### src/rtl/fetch_redirect_unit.sv
// ============================================================================
// Module      : fetch_redirect_unit
// Description : Instruction-fetch stage and IF/ID pipeline register. Owns the
//               PC, drives a synchronous IMEM, redirects on jump/branch
//               flushes, holds on load-use stalls and counts flush/stall
//               cycles with saturating counters.
// Revision    : 1.0 - initial release
// ============================================================================
`default_nettype none

module fetch_redirect_unit #(
  parameter logic [31:0] RESET_PC = 32'h0000_0000,
  parameter logic [31:0] NOP_WORD = 32'h0000_0000
) (
  input  logic        clk,
  input  logic        rst,
  input  logic        IRFlush,
  input  logic        control_stall,
  input  logic [31:0] branch_target,
  input  logic [31:0] jump_target,
  input  logic        hazard_stall,
  output logic [31:0] imem_addr,
  input  logic [31:0] imem_rdata,
  output logic [31:0] pc,
  output logic [31:0] IF_ID_IR,
  output logic [31:0] IF_ID_PC4,
  output logic        IF_ID_valid,
  output logic [15:0] flush_cnt,
  output logic [15:0] stall_cnt
);

  typedef enum logic [0:0] {
    BOOT = 1'b0,
    RUN  = 1'b1
  } state_t;

  localparam logic [15:0] CNT_MAX = 16'hFFFF;

  state_t      state;
  state_t      state_next;
  logic [31:0] pc_next;
  logic [31:0] pc_plus4;
  logic        do_flush;
  logic        do_stall;
  logic        load_bubble;
  logic        load_fetch;

  assign pc_plus4 = pc + 32'd4;

  // FSM state register: BOOT after reset, then RUN for good.
  always_ff @(posedge clk or posedge rst) begin
    if (rst) state <= BOOT;
    else     state <= state_next;
  end

  // Next-state, next-PC and IF/ID control; the redirect outranks the stall,
  // and nothing is honoured during BOOT because imem_rdata is not yet valid.
  always_comb begin
    state_next  = RUN;
    do_flush    = 1'b0;
    do_stall    = 1'b0;
    load_bubble = 1'b0;
    load_fetch  = 1'b0;
    pc_next     = pc_plus4;
    if (state == BOOT) begin
      pc_next     = pc;
      load_bubble = 1'b1;
    end else if (IRFlush) begin
      do_flush    = 1'b1;
      load_bubble = 1'b1;
      pc_next     = control_stall ? branch_target : jump_target;
    end else if (hazard_stall) begin
      do_stall = 1'b1;
      pc_next  = pc;
    end else begin
      load_fetch = 1'b1;
    end
  end

  // IMEM address is the next PC so the returning word always matches pc.
  assign imem_addr = pc_next;

  // PC register.
  always_ff @(posedge clk or posedge rst) begin
    if (rst) pc <= RESET_PC;
    else     pc <= pc_next;
  end

  // IF/ID register: bubble, capture, or hold (stall).
  always_ff @(posedge clk or posedge rst) begin
    if (rst) begin
      IF_ID_IR    <= NOP_WORD;
      IF_ID_PC4   <= 32'd0;
      IF_ID_valid <= 1'b0;
    end else if (load_bubble) begin
      IF_ID_IR    <= NOP_WORD;
      IF_ID_PC4   <= 32'd0;
      IF_ID_valid <= 1'b0;
    end else if (load_fetch) begin
      IF_ID_IR    <= imem_rdata;
      IF_ID_PC4   <= pc_plus4;
      IF_ID_valid <= 1'b1;
    end
  end

  // Saturating performance counters for redirect and stall cycles.
  always_ff @(posedge clk or posedge rst) begin
    if (rst) begin
      flush_cnt <= 16'd0;
      stall_cnt <= 16'd0;
    end else begin
      if (do_flush && (flush_cnt != CNT_MAX)) flush_cnt <= flush_cnt + 16'd1;
      if (do_stall && (stall_cnt != CNT_MAX)) stall_cnt <= stall_cnt + 16'd1;
    end
  end

endmodule

`default_nettype wire

### config.mk
export PLATFORM = sky130hd
export DESIGN_NAME = fetch_redirect_unit
export DESIGN_NICKNAME = d
export VERILOG_FILES = /design/src/rtl/fetch_redirect_unit.sv
export SDC_FILE = /design/constraint.sdc
export NUM_CORES = 1
export LEC_CHECK = 0
export ABC_AREA = 0
export BUFFER_PORTS_ARGS = -buffer_cell sky130_fd_sc_hd__buf_2
export CELL_PAD_IN_SITES_DETAIL_PLACEMENT = 0
export CELL_PAD_IN_SITES_GLOBAL_PLACEMENT = 1
export CORE_MARGIN = 2
export CORE_UTILIZATION = 36
export DETAILED_ROUTE_END_ITERATION = 7
export GPL_ROUTABILITY_DRIVEN = 1
export PLACE_DENSITY_LB_ADDON = 0.1
export SETUP_SLACK_MARGIN = 0.02
export SYNTH_ARGS = -nofsm -noshare
export SYNTH_HDL_FRONTEND = slang
export SYNTH_SLANG_ARGS = --single-unit
### constraint.sdc
create_clock -name clk -period 4.9 [get_ports clk]
set_input_delay 0.245 -clock clk [delete_from_list [all_inputs] [get_ports clk]]
set_output_delay 0.245 -clock clk [all_outputs]
set_load 0.02 [all_outputs]
==> results of run 1 <==
per-layer routing:
layer  wire [um]  vias up
met2        9090      229
li1            -     2671
met3        1370       28
met1        8960     2740
met5           0        -
met4         425        0
layout by cell type (no fill, tap or decap), types with 4 or more instances in the layout:
cell type	count
buf_2	261
dfrtp_1	130
nand2_1	67
o21ai_0	43
xnor2_1	36
a22o_1	36
a21oi_1	28
nor2_1	26
mux2i_1	25
nand3_1	22
xor2_1	17
clkbuf_16	17
nand4_1	15
and3_1	9
mux2_2	9
inv_1	7
and4_1	7
o211ai_1	7
buf_4	7
and2_1	6
a32o_1	6
nor3_1	5
o32a_1	5
o22ai_1	5
bufinv_16	5
nor4_1	4
cells in the mapped netlist, drive strengths merged (9+ instances only):
cell / number
a21oi: 28
a22o: 36
and3: 10
buf: 13
clkbuf: 24
dfrtp: 130
mux2: 9
mux2i: 25
nand2: 67
nand3: 22
nand4: 16
nor2: 26
o21ai: 44
xnor2: 36
xor2: 17
stage by stage:
stage / setup WS, ns / std cells / util / instance area [um2] / power [mW]
3_5_place_dp: 2.18 / 1050 / 0.451 / 7720 / 2.07
5_1_grt: 1.46 / 1082 / 0.490 / 8390 / 3.64
2_1_floorplan: 1.19 / 594 / - / 6220 / 1.77
3_3_place_gp: 2.20 / 1050 / 0.451 / 7720 / 2.06
6_report: 1.71 / 1082 / 0.490 / 8390 / 3.47
4_1_cts: 1.74 / 1082 / 0.490 / 8390 / 3.51
state kept, by name, summed over array words and instances (netlist names):
| name | cells |
|---|---|
| pc | 32 |
| flush_cnt | 16 |
| IF_ID_IR | 32 |
| IF_ID_valid | 1 |
| IF_ID_PC4 | 32 |
| stall_cnt | 16 |
| state | 1 |
power breakdown:
| part | internal, mW | switching [mW] |
|---|---|---|
| Combinational | 0.262 | 0.453 |
| Clock | 0.948 | 0.477 |
| Sequential | 1.18 | 0.152 |
| Total | 2.39 | 1.08 |
worst max-delay path: cells and delay by family (launching register included):
kind	cells	cell delay [ns]
AND/OR/NAND/NOR	3	1.07
flip-flops	1	0.52
AO/OA/AOI/OAI	2	0.44
adder cells (fa/ha/maj)	1	0.32
buffers and inverters	1	0.17
worst min path at each step:
stage	end	startpoint	slack, ns
6_report	IF_ID_IR[31]	rst	-0.009
5_1_grt	IF_ID_IR[2]	imem_rdata[2]	0.03
4_1_cts	stall_cnt[0]	rst	0.03
3_5_place_dp	IF_ID_PC4[19]	IF_ID_PC4[19]	0.46
3_3_place_gp	IF_ID_IR[24]	rst	0.46
2_1_floorplan	IF_ID_IR[0]	imem_rdata[0]	0.38
final cells by class:
type                            instances  area share
Inverter                                8     0.00417
Sequential cell                       130       0.388
Tap cell                              225      0.0335
Multi-Input combinational cell        419       0.333
Timing Repair Buffer                  268       0.162
Clock buffer                           21      0.0561
Clock inverter                         11      0.0239
cell families after synthesis:
logic type	Yosys count	synth area share
compound gates	154	0.171
xor+xnor	53	0.0746
fa+ha+maj	3	0.00603
mux	34	0.0565
other cells	1	0.000603
buf+inv	45	0.0284
flops	130	0.523
simple gates	174	0.140
==> run summary, run 1 <==
Status = finished, violations left
Failing checks = hold timing
Min cycle time layout = 3.19 ns
Multi-input gate area = 2790 um2
Worst-Margin Slew = 1.02 ns
Htree depth = 4
Hold Slack = -0.00921 ns
Period utilization = 0.651
Gr usage total = 0.219
CTS tree = yes
Slew margin rel. = 0.317
Syn_nets = 698
# clock sinks = 130
Met2 Usage GRT = 0.328
Initial antenna violation count = 0
GR peak layer = met2
Cell accounting for the most synthesized area = dfrtp_1
Crit-path max FO = 9
Max Cap Viol = 0
Leak pwr = 4.26 nW
Final setup fails = 0
Yosys reg bits = 130
Critical Path Sink = imem_addr[26]
Die area = 18400 um2
Fraction of layout cells with a size suffix above 1 = 0.371
# port buffers = 261
FP Rows = 48
Core area = 17100 um2
Grt met3 use = 0.0513
Gp weighted congestion = 0.858
Vias = 5668
RSZ-0062 raised after global routing = false
Max Clk Rate = 313 MHz
Clock tree root buffer cell = clkbuf_16
Clk_lat worst skew = 0.42 ns
Post-CTS Hold Fix Bufs = 0
Nets = 948
Synth warn = 0
Chip width = 135 um
Cells along the critical path = ha_1 > and3_2 > nand3_1 > or4_1 > a21oi_1 > a221o_1 > buf_2
Num CTS Buffers = 17
Crit. Startpoint = pc[2]
Diode count = 0
Synthesized area = 6220 um2
Worst Setup End Kind = primary output
Slew Limit Fails = 0
Fill cells = 1661
DRC = 0
Critical path's slowest cell = or4_1
Reg-to-Reg End = stall_cnt[1]
Area grow syn2layout = 34.9%
Kind of critical path = reg2out
FF-to-FF path depth = 3
Crit-path max cell delay = 0.56 ns
WL final = 19.8 mm
Vias per cell = 5.24
Routing usage on met1 = 0.309
CP Launch Type = flop
Cells resized by post-CTS repair = 0
Grt ovf = 0
Sequential area share after synthesis = 0.523
Fin. Hold Viols = 17
Post-route ant nets = 0
Worst Skew = 0.00925 ns
Synthesized area per cell = 10.5 um2
Post-synth EDFFs = 0
Clk slew on worst S/H paths = 0.06 ns
Iter 0 DRT Violations = 294
Synth area leaders = dfrtp_1, a22o_1, xnor2_1
Initial core utilization = 0.364
Post-CTS Setup Bufs = 0
Main flop type after synthesis = dfrtp_1
Clock Path Buffers = 2
FF-to-FF Start = state
Post-Syn Instances = 594
DRT Pass-1 Iters = 5
Largest net degree at the start of global routing = 90
Asr flop ratio synth = 1.00
Register area = 3250 um2
Global-route wire length before repair = 30.9 mm
Wire per inst = 18.3 um
Peak supply drop = 0.271 mV
Vias in the first global route = 5542
CP arrival = 2.95 ns
Type of the most critical hold path = in2async
Setup tns final = 0 ns
CP required = 4.66 ns
Die height = 135 um
P per Cell Area = 414 nW/um2
Top cell type's share of synthesized area = 0.523
R2r setup slk = 2.17 ns
Dpl hpwl = 14.5 mm
IO Pins = 262
Post-synthesis cell type count = 53
No activity file was read; power rests on OpenSTA's default activity.
==> run 2, diff against run 1 <==
Settings changed: ABC_AREA 0 to 1, CORE_UTILIZATION 36 to 31.
Clock period 4.9 ns to 2.85 ns, I/O delays scaled along.
==> run 2 against run 1 <==
The flow now finishes without violations. Sequential share of layout area is 4.1 points lower. Combinational power is 76% higher. Die area increased by 26%. Cell count increased by 35%. Global-route usage down 1.2 points. Register-to-register slack worse by 1.4 ns. Critical path depth increased by 2. Sequential power is 68% higher. Flip-flop and latch count unchanged. First-iteration DRC count is 17% higher. Critical endpoint is now imem_addr[18].
==> run summary, run 2 <==
Status = completed
Place WS = 0.727 ns (-1.45 ns)
P per Cell Area = 632 nW/um2 (+53%)
Iter 0 DRT Violations = 344 (+17%)
Overall power = 5.92 mW (+71%)
Vias per cell = 4.58 (-13%)
Post-route ant nets = 0 (unchanged)
Gr usage total = 0.207 (-0.0117)
Final setup fails = 0 (unchanged)
CP arrival = 2.37 ns (-0.58 ns)
Placed cell area = 8400 um2 (+8.7%)
Kind of critical path = reg2out
Worst-Margin Slew = 0.849 ns (-0.175 ns)
Die area = 23200 um2 (+26%)
CTS tree = yes
Setup WS post-layout = 0.335 ns (-1.37 ns)
Cell accounting for the most synthesized area = dfrtp_1
Top cell type's share of synthesized area = 0.477 (-0.0457)
Syn_nets = 978 (+40%)
Most common cell in the synthesized netlist = nand2_1
FF-to-FF path depth = 10 (+7)
Clock tree root buffer cell = clkbuf_16
Cells resized by post-CTS repair = 0 (unchanged)
# port buffers = 261 (unchanged)
Leak pwr = 5.07 nW (+19%)
Htree depth = 4 (unchanged)
Critical Path Sink = imem_addr[18]
Main flop type after synthesis = dfrtp_1
Finished Layout Cells = 1465 (+35%)
DRT Pass-1 Iters = 4 (-1)
Synthesized area = 6820 um2 (+9.6%)
WL final = 23.9 mm (+21%)
Area grow syn2layout = 37.6%
Wire per inst = 16.3 um (-11%)
Vias = 6708 (+18%)
Initial core utilization = 0.314 (-0.0492)
Post-synthesis cell type count = 37 (-30%)
Placed Cells = 1398 (+33%)
Min cycle time layout = 2.51 ns
Die height = 152 um (+12%)
Post-Syn Instances = 874 (+47%)
Crit. Startpoint = pc[2]
Gp weighted congestion = 0.807 (-5.9%)
Synth area leaders = dfrtp_1, nand2_1, nor2_1
Yosys reg bits = 130 (unchanged)
CP required = 2.71 ns (-1.95 ns)
Synth top cells by count = nand2_1, dfrtp_1, nor2_1, inv_1, o21ai_0
Worst Setup End Kind = primary output
Asr flop ratio synth = 1.00 (unchanged)
Num CTS Buffers = 17 (unchanged)
Reg-to-Reg End = flush_cnt[15]
Vias in the first global route = 6768 (+22%)
Sequential area share after synthesis = 0.477 (-0.0457)
Synthesized area per cell = 7.80 um2 (-26%)
Most frequent cells in the layout = nand2_1, buf_2, dfrtp_1, nor2_1, inv_1
Post-synth EDFFs = 0 (unchanged)
Type of the most critical hold path = in2reg
Grt ovf = 0 (unchanged)
Crit-path max FO = 7 (-2)
Design area = 9380 um2 (+12%)
# clock sinks = 130 (unchanged)
Initial antenna violation count = 1 (+1)
RSZ-0062 raised after global routing = false
Chip width = 152 um (+12%)
Worst Skew = 0.00888 ns (-0.000362 ns)
Clk slew on worst S/H paths = 0.06 ns (about the same)
FP Rows = 54 (+13%)
Max Clk Rate = 398 MHz
IO Pins = 262 (unchanged)
FF-to-FF Start = flush_cnt[1]
Slew margin rel. = 0.433 (+0.115)
Largest regs = IF_ID_IR (32), IF_ID_PC4 (32), pc (32)
CP Launch Type = flop
Slew Limit Fails = 0 (unchanged)
Nets = 1275 (+34%)
Global-route wire length before repair = 37.9 mm (+23%)
Clk_lat worst skew = 0.42 ns (about the same)
DRC = 0 (unchanged)
Setup tns final = 0 ns (unchanged)
R2r setup slk = 0.76 ns (-1.41 ns)
Fin. Hold Viols = 0 (-17)
Max Cap Viol = 0 (unchanged)
Peak supply drop = 0.311 mV (+15%)
Synth warn = 0 (unchanged)
Period utilization = 0.882
Fraction of layout cells with a size suffix above 1 = 0.279 (-0.0921)
Most common cell after layout, fill and taps aside = nand2_1
Clock Path Buffers = 2 (unchanged)
Core area = 21700 um2 (+27%)
Dpl hpwl = 17.6 mm (+21%)
Largest net degree at the start of global routing = 46 (-49%)
run 2: logic make-up (layout without fill, tap and decap cells):
family / count (synthesis) / after routing / share of synthesized area
xor+xnor: 32 / 32 / 0.0411
simple gates: 486 / 486 / 0.294
flops: 130 / 130 / 0.477
other cells: 1 / 3 / 0.000550
fa+ha+maj: 3 / 3 / 0.00551
compound gates: 113 / 113 / 0.108
buf+inv: 109 / 418 / 0.0734
run 2: worst min path at each step:
stage | start | cells past startpoint | to
floorplan | imem_rdata[0] | 1 | IF_ID_IR[0]
global placement | rst | 2 | stall_cnt[0]
detailed placement | rst | 2 | stall_cnt[0]
CTS | branch_target[7] | 3 | pc[7]
global route | branch_target[7] | 3 | pc[7]
finish | branch_target[7] | 3 | pc[7]
run 2: through the flow:
step                      hold slack (ns)   util
after floorplan                     0.288      -
after global routing               0.0206  0.432
final                              0.0419  0.432
after CTS                          0.0296  0.432
after detailed placement            0.377  0.387
after global placement              0.368  0.387
run 2: area by class of cell:
class                      instances  area (um2)
timing repair buffer             307        1760
sequential                       130        3250
antenna                            2        5.00
multi-input combinational        635        3060
clock buffer                      18         429
inverter                          80         307
clock inverter                    13         209
fill                            2250       12300
tap                              280         350
run 2: power by group:
group	internal (mW)	switching [mW]	total, mW
clock network	1.55	0.871	2.42
registers	2.01	0.228	2.24
logic	0.447	0.815	1.26
run 2: timing repair:
action | CTS | global route
endpoints found under the hold margin | 63 | 0
setup buffers | 0 | 0
hold buffers | 34 | 0
run 2: metal layers:
layer / wire length (um) / global-route usage
met5: 0 / 0
met1: 10600 / 0.260
met3: 1220 / 0.0481
met4: 353 / 0.0574
met2: 11800 / 0.358
run 2: critical path, stage by stage, from the launching register on:
cell	delay [ns]
dfrtp_1	0.45
ha_1	0.25
nand2_1	0.09
nor2_1	0.26
nand2_2	0.16
nor2_4	0.22
xor2_1	0.16
nand2_1	0.08
nand2_1	0.11
buf_2	0.17
